$ cat src/rtl/sio_l2b_rx.sv
// sio_l2b_rx: receive end of the L2-buffer-to-SIO return path.
// Reassembles write acks (header only) and DMA read returns (header plus
// NBEATS data beats). It checks parity on every header and beat, and hands
// each completed packet to the ingress logic through a valid/ready
// holding register.
//
// state  | meaning
// -------+-------------------------------------------------------------
// IDLE   | no packet in progress; waiting for a header strobe
// DATA   | read header captured; collecting data beats into slot r_cnt
module sio_l2b_rx #(
  parameter int DW     = 32,
  parameter int NBEATS = 16,
  parameter int RD_BIT = 16
) (
  input  logic                 gclk,
  input  logic                 rst,
  input  logic                 l2b_sio_ctag_vld,
  input  logic [DW-1:0]        l2b_sio_data,
  input  logic [1:0]           l2b_sio_parity,
  input  logic                 l2b_sio_ue_err,
  output logic                 pkt_vld,
  input  logic                 pkt_rdy,
  output logic [31:0]          pkt_ctag,
  output logic                 pkt_rd,
  output logic [DW*NBEATS-1:0] pkt_data,
  output logic                 pkt_ue,
  output logic                 pkt_par_err,
  output logic                 ovf_err,
  output logic                 proto_err
);

  localparam int CW = (NBEATS > 1) ? $clog2(NBEATS) : 1;
  localparam logic [0:0] S_IDLE = 1'b0;
  localparam logic [0:0] S_DATA = 1'b1;
  localparam logic [CW-1:0] LAST_BEAT = CW'(NBEATS - 1);

  logic [0:0]           r_state;
  logic [CW-1:0]        r_cnt;
  logic [31:0]          r_asm_ctag;
  logic [DW*NBEATS-1:0] r_asm_data;
  logic                 r_asm_ue;
  logic                 r_asm_par;

  logic                 w_par_err;
  logic                 w_hdr;
  logic                 w_hdr_ack;
  logic                 w_beat;
  logic                 w_last;
  logic                 w_cmpl;
  logic                 w_load;
  logic                 w_pop;
  logic [31:0]          w_cmpl_ctag;
  logic [DW*NBEATS-1:0] w_cmpl_data;
  logic                 w_cmpl_ue;
  logic                 w_cmpl_par;

  // Classify the current input cycle and build the payload of any packet
  // completing at this edge.
  always_comb begin
    w_par_err = (l2b_sio_parity[1] ^ (^l2b_sio_data[31:16])) |
                (l2b_sio_parity[0] ^ (^l2b_sio_data[15:0]));
    w_hdr     = l2b_sio_ctag_vld;
    w_hdr_ack = l2b_sio_ctag_vld && !l2b_sio_data[RD_BIT];
    w_beat    = (r_state == S_DATA) && !l2b_sio_ctag_vld;
    w_last    = w_beat && (r_cnt == LAST_BEAT);
    w_cmpl    = w_hdr_ack || w_last;
    w_pop     = pkt_vld && pkt_rdy;
    w_load    = w_cmpl && (!pkt_vld || pkt_rdy);

    // A read completes on its last beat, which is still on the bus, so
    // merge it into the assembled image instead of waiting a cycle.
    w_cmpl_ctag = r_asm_ctag;
    w_cmpl_data = r_asm_data;
    w_cmpl_data[int'(r_cnt)*DW +: DW] = l2b_sio_data;
    w_cmpl_ue   = r_asm_ue | l2b_sio_ue_err;
    w_cmpl_par  = r_asm_par | w_par_err;
    if (w_hdr_ack) begin
      w_cmpl_ctag = l2b_sio_data[31:0];
      w_cmpl_data = '0;
      w_cmpl_ue   = 1'b0;
      w_cmpl_par  = w_par_err;
    end
  end

  // Assembly FSM. A header always restarts assembly, even mid-packet;
  // the partial read is simply abandoned.
  always_ff @(posedge gclk) begin
    if (rst) begin
      r_state    <= S_IDLE;
      r_cnt      <= '0;
      r_asm_ctag <= '0;
      r_asm_data <= '0;
      r_asm_ue   <= 1'b0;
      r_asm_par  <= 1'b0;
    end else if (w_hdr) begin
      r_asm_ctag <= l2b_sio_data[31:0];
      r_asm_data <= '0;
      r_asm_ue   <= 1'b0;
      r_asm_par  <= w_par_err;
      r_cnt      <= '0;
      r_state    <= l2b_sio_data[RD_BIT] ? S_DATA : S_IDLE;
    end else if (w_beat) begin
      r_asm_data[int'(r_cnt)*DW +: DW] <= l2b_sio_data;
      r_asm_ue  <= r_asm_ue | l2b_sio_ue_err;
      r_asm_par <= r_asm_par | w_par_err;
      if (w_last) begin
        r_cnt   <= '0;
        r_state <= S_IDLE;
      end else begin
        r_cnt <= r_cnt + 1'b1;
      end
    end
  end

  // Holding register: loads when empty or being popped this cycle,
  // otherwise keeps its contents stable for the consumer.
  always_ff @(posedge gclk) begin
    if (rst) begin
      pkt_vld     <= 1'b0;
      pkt_ctag    <= '0;
      pkt_rd      <= 1'b0;
      pkt_data    <= '0;
      pkt_ue      <= 1'b0;
      pkt_par_err <= 1'b0;
    end else if (w_load) begin
      pkt_vld     <= 1'b1;
      pkt_ctag    <= w_cmpl_ctag;
      pkt_rd      <= w_cmpl_ctag[RD_BIT];
      pkt_data    <= w_cmpl_data;
      pkt_ue      <= w_cmpl_ue;
      pkt_par_err <= w_cmpl_par;
    end else if (w_pop) begin
      pkt_vld <= 1'b0;
    end
  end

  // Sticky error flags; only reset clears them.
  always_ff @(posedge gclk) begin
    if (rst) begin
      ovf_err   <= 1'b0;
      proto_err <= 1'b0;
    end else begin
      if (w_cmpl && !w_load)
        ovf_err <= 1'b1;
      if (w_hdr && (r_state == S_DATA))
        proto_err <= 1'b1;
    end
  end

endmodule
$ cat config.mk
export PLATFORM = sky130hd
export DESIGN_NAME = sio_l2b_rx
export DESIGN_NICKNAME = d
export VERILOG_FILES = /design/src/rtl/sio_l2b_rx.sv
export SDC_FILE = /design/constraint.sdc
export NUM_CORES = 2
export LEC_CHECK = 0
export ABC_CLOCK_PERIOD_IN_PS = 3300
export CELL_PAD_IN_SITES_DETAIL_PLACEMENT = 1
export CELL_PAD_IN_SITES_GLOBAL_PLACEMENT = 2
export CORE_MARGIN = 3
export CORE_UTILIZATION = 34
export CTS_CLUSTER_DIAMETER = 60
export CTS_CLUSTER_SIZE = 16
export DETAILED_ROUTE_END_ITERATION = 8
export PLACE_DENSITY_LB_ADDON = 0.2
export SETUP_SLACK_MARGIN = 0.1
export SLEW_MARGIN = 20
export SYNTH_ARGS = -nofsm -noshare
export SYNTH_HDL_FRONTEND = slang
export SYNTH_SLANG_ARGS = --single-unit
export TNS_END_PERCENT = 100
$ cat constraint.sdc
create_clock -name gclk -period 3.3 [get_ports gclk]
set_input_delay 0.33 -clock gclk [delete_from_list [all_inputs] [get_ports gclk]]
set_output_delay 0.33 -clock gclk [all_outputs]
set_load 0.02 [all_outputs]
# Word level (Yosys, flattened, before mapping)

Cells that the tools add are included.
W data, S select, Z words.

Bits in registers: 1101
Bits of input ports: 39
Output and inout bits: 550
Logic and storage cells: 58

$add $sub $neg: 2
Equal/unequal tests: 1
Shift operators: 2
Mux-type cells: 14
Bitwise operators: 5
Reductions and logical operators: 20

Operators with widths:

| operator                    | count |
|---|---|
| $bwmux W512                 | 1 |
| $mux W512                   | 1 |
| $shift A32 B33 Y512 const A | 1 |
| $shiftx A32 B33 Y512        | 1 |
| $neg A9 Y33                 | 1 |
| $mux W32                    | 1 |
| $reduce_xor A16 Y1          | 2 |
| $mux W1                     | 10 |
| $logic_and A1 B1 Y1         | 7 |
| $reduce_bool A2 Y1          | 3 |
| $add A4 B1 Y4 const B       | 1 |
| $eq A4 B4 Y1 const B        | 1 |
| $logic_not A1 Y1            | 4 |
| $mux W4                     | 1 |
| $or A1 B1 Y1                | 3 |
| $logic_or A1 B1 Y1          | 2 |
| $reduce_and A2 Y1           | 1 |
| $reduce_or A2 Y1            | 1 |
| $xor A1 B1 Y1               | 2 |

# Logic depth before layout (Yosys ltp)

Word-level depth: 7
Mapped depth: 13

# Least setup slack after synthesis

OpenSTA, ideal clock, no wires.

Kind: reg2reg
Start point: reg r_cnt[0]
End point: reg pkt_data[482]
Arrival: 2877 ps
Data required time: 3172 ps
Path slack: 295 ps
Stages on the path, launching flop included: 13
Path buffers: 5
Cell sequence: dfxtp_1 buf_2 clkbuf_1 clkbuf_1 nor3_1 ha_1 or3b_1 or4_1 clkbuf_1 buf_2 mux2i_1 a2bb2oi_1 nor2_1

Word-level cells in the longest chain between the ends: 4
Elaborated cells between the ends (all ways): 9

RTL lines:

| item                                                     | RTL line | RTL |
|---|---|---|
| start, declared                                          | 39       | `logic [CW-1:0] r_cnt;` |
| start signal, assigned                                   | 111      | `r_cnt <= r_cnt + 1'b1;` |
| $neg A9 Y33 / $eq A4 B4 Y1 (equally long branches)       | 75, 66   |  |
| $shiftx A32 B33 Y512 (tied with other cells)             | 75       | `w_cmpl_data[int'(r_cnt)*DW +: DW] = l2b_sio_data;` |
| $bwmux W512 / $logic_or A1 B1 Y1 (equally long branches) | 75, 67   |  |
| $mux W512 / $logic_and A1 B1 Y1 (equally long branches)  | 78, 69   |  |
| end signal, assigned                                     | 130      | `pkt_data <= w_cmpl_data;` |
| end, declared                                            | 26       | `output logic [DW*NBEATS-1:0] pkt_data,` |

Several ways; a longest one is shown, not always the timed one.
A chain may end at the register's enable or synchronous reset.

# Worst setup path in the final report

Start point: reg r_cnt[1]
End point: reg pkt_data[56]

The elaborated chain is that of the path after synthesis.

==> run metrics <==
proportion of layout cells with a drive suffix above 1=9.929%; Inserted Clock Buffers=120; CTS clk-pin slew, worst paths=70 ps; P_leak=19.97 nW; DRT Pass-1 Iters=5; die area=0.1351 sq mm; Clock Sinks=1100; CTS Buffer Depth=3; CP endpoint kind=register; Yosys cell types=40; DP Area=0.05205 sq mm; switching share of power=25.85%; via density per instance=5.300; core area=0.1296 sq mm; die width=367.6 um; Final Hold Viols=0; Reg power frac=44.4%; CTS tree=built; worst hold start=l2b_sio_data[16]; ANT nets after route=0; hpwl dp=111700 um; Min-Delay Path Class=in2reg; total net switching power=7.887 mW; Final GP Congestion=0.7724; Worst-Skew Late Latency=720 ps; H-tree depth=3; post-synthesis area per instance=8.819 sq um; Reg2Reg Depth=9; GRT Overall Usage=25.27%; yosys warns=0; Post-Synth XOR/XNOR Area=0.7289%; Slew Viols, Final=0; final setup vio count=0; post-route cell area=0.05647 sq mm; first-pass GRT wire length=261000 um; R2R Setup Slk=330 ps; post-synth net total=5083; worst r2r dst=pkt_data[56]; final wirelength=176400 um; Synth Area in Compound Gates=16.01%; flops & latches, synth=1100; slack of the critical path=330.0 ps; pre-CTS setup slack=231.3 ps; CP required=3860 ps; hold endpoint=pkt_vld; post-synthesis mux area share=12.26%; initial antenna violation count=22; Rows=132; Slew @ Worst Pin=1127 ps; Final period util=90.00%; critical path class=reg2reg; Achievable Freq=336.7 MHz; largest family of logic cells by synthesized area=simple AND/OR/NAND/NOR gates; global route overflow=0; WP data arrival=3530 ps; Worst VDD drop=0.0003982 V; WL/cell=24.33 um; Max Cap Viol=0; Clock Skew=25.29 ps; via count=38.43k; combinational share of power=7.1%; Worst Hold Depth=4; Final #Nets=5434; Synth Area in Adders=0.08443%; largest net degree at the start of global routing=194; Post-Synthesis Cell Area=0.04446 sq mm; most common cell after layout, fill and taps aside=nor2_1; Starting Density=34.29%; status=complete, no violations; I/O Buffers=588; Die Y-Extent=367.6 um; setup TNS=0 ps; Worst slew margin=24.87%; I/O pins=589; sequential cell area fraction in the yosys report=49.53%; cells after synthesis=5041; highest-count cells in the layout ignoring fill and taps=nor2_1, dfxtp_1, clkdlybuf4s50_1, nand2_1, a22oi_1; P per Cell Area=540.3 mW/mm^2; cell-internal power=22.62 mW; DRC Markers=0; Crit Path Max Fanout=19; area delta synth->final=27.02%; 1st-iter DRT viols=2532; fillers=14.66k; Root Driver=clkbuf_16; RSZ-0062 raised after global routing=false; worst r2r src=r_cnt[1]; min Tclk post-route=2970 ps; CP Launch Type=register; post-synthesis simple-gate area fraction=17.10%; vias in the first global route=38.13k; clock share of power=48.4%
-- kinds of logic after synthesis --
family,Yosys count
AND/OR/NAND/NOR,1917
multiplexers,513
flip-flops,1100
adder cells (fa/ha/maj),3
buffers and inverters,484
XOR/XNOR,33
AO/OA/AOI/OAI,991
-- worst max-delay path by stage --
stage,from,to,cells past startpoint
final,r_cnt[1],pkt_data[56],9
after global routing,r_cnt[1],r_asm_data[207],8
after CTS,r_cnt[2],pkt_data[488],8
after detailed placement,r_cnt[2],pkt_data[488],8
after global placement,r_cnt[2],pkt_data[511],8
after floorplan,r_cnt[0],pkt_data[482],12
-- sequential cells by signal, indices dropped and copies added (netlist names) --
register and flops:
ovf_err 1, pkt_ctag 32, pkt_data 512, pkt_par_err 1, pkt_ue 1, pkt_vld 1, proto_err 1, r_asm_ctag 32
r_asm_data 512, r_asm_par 1, r_asm_ue 1, r_cnt 4, r_state 1
-- cell type report --
type,count,area (sq um),area share (%)
Inverter,9,38.79,0.06869
Antenna cell,9,22.52,0.03988
Tap cell,1742,2180,3.860
Timing Repair Buffer,704,7143,12.65
Sequential cell,1100,22030,39.01
Clock inverter,89,1112,1.970
Clock buffer,140,3232,5.723
Multi-Input combinational cell,3457,20710,36.68
-- routing by layer --
layer,track usage (%),wire length (um)
met1,35.58,84120
met2,39.72,78980
met3,4.570,9116
met4,6.580,4134
met5,0,36
-- through the flow --
stage | hold WS, ps | utilization [%] | total power [mW] | cells
5_1_grt | 164.7 | 43.54 | 31.60 | 7241
4_1_cts | 113.0 | 43.51 | 30.88 | 7240
3_3_place_gp | 440.6 | 40.15 | 16.02 | 7009
3_5_place_dp | 454.5 | 40.15 | 16.04 | 7009
2_1_floorplan | 431.6 | - | 15.15 | 5041
6_report | 171.6 | 43.56 | 30.51 | 7250
-- critical path: stages (launching register included) --
cell,delay (ps)
dfxtp_1,470
inv_1,120
ha_4,190
nor3b_2,190
nor4b_2,600
nand3_2,360
buf_12,280
mux2_1,370
a22oi_1,160
nor2_1,70
-- synthesized netlist by cell type, drive strengths merged --
cell	n	share of area [%]
a211oi	111	1.9
xnor3	2	0.10
dfxtp	1100	50
inv	8	0.068
or3b	1	0.020
a2bb2oi	128	2.5
nor4b	1	0.034
nand2	488	4.1
or4	1	0.017
o22ai	1	0.014
mux2	252	6.4
nand2b	5	0.070
o21a	97	1.6
nor2b	17	0.24
and2	28	0.39
and3	28	0.39
xnor2	27	0.55
a22oi	385	6.5
buf	111	1.1
nand4	1	0.014
mux2i	261	5.9
ha	3	0.084
nand3	9	0.10
a311oi	33	0.65
nor2	1210	10
clkinv	1	0.0084
nor3	123	1.4
a21oi	99	1.1
o2111ai	7	0.24
nor3b	2	0.056
xor2	4	0.079
nor4	1	0.014
or2	2	0.028
o21ai	130	1.5
clkbuf	364	3.1
-- repair_timing --
action,in CTS,in global routing
hold buffers,2,0
hold endpoints to repair,32,0
setup buffers,0,0
setup endpoints to repair,0,52
gates resized for setup,0,2
-- power groups by stage --
stage / clock network (mW) / logic (mW) / registers (mW)
2_1_floorplan: 0 / 1.25 / 13.9
3_3_place_gp: 0 / 2.17 / 13.9
3_5_place_dp: 0 / 2.19 / 13.9
4_1_cts: 15.1 / 2.20 / 13.6
5_1_grt: 15.7 / 2.34 / 13.6
6_report: 14.8 / 2.18 / 13.6
Note: power is estimated with default switching activity, not from simulation.
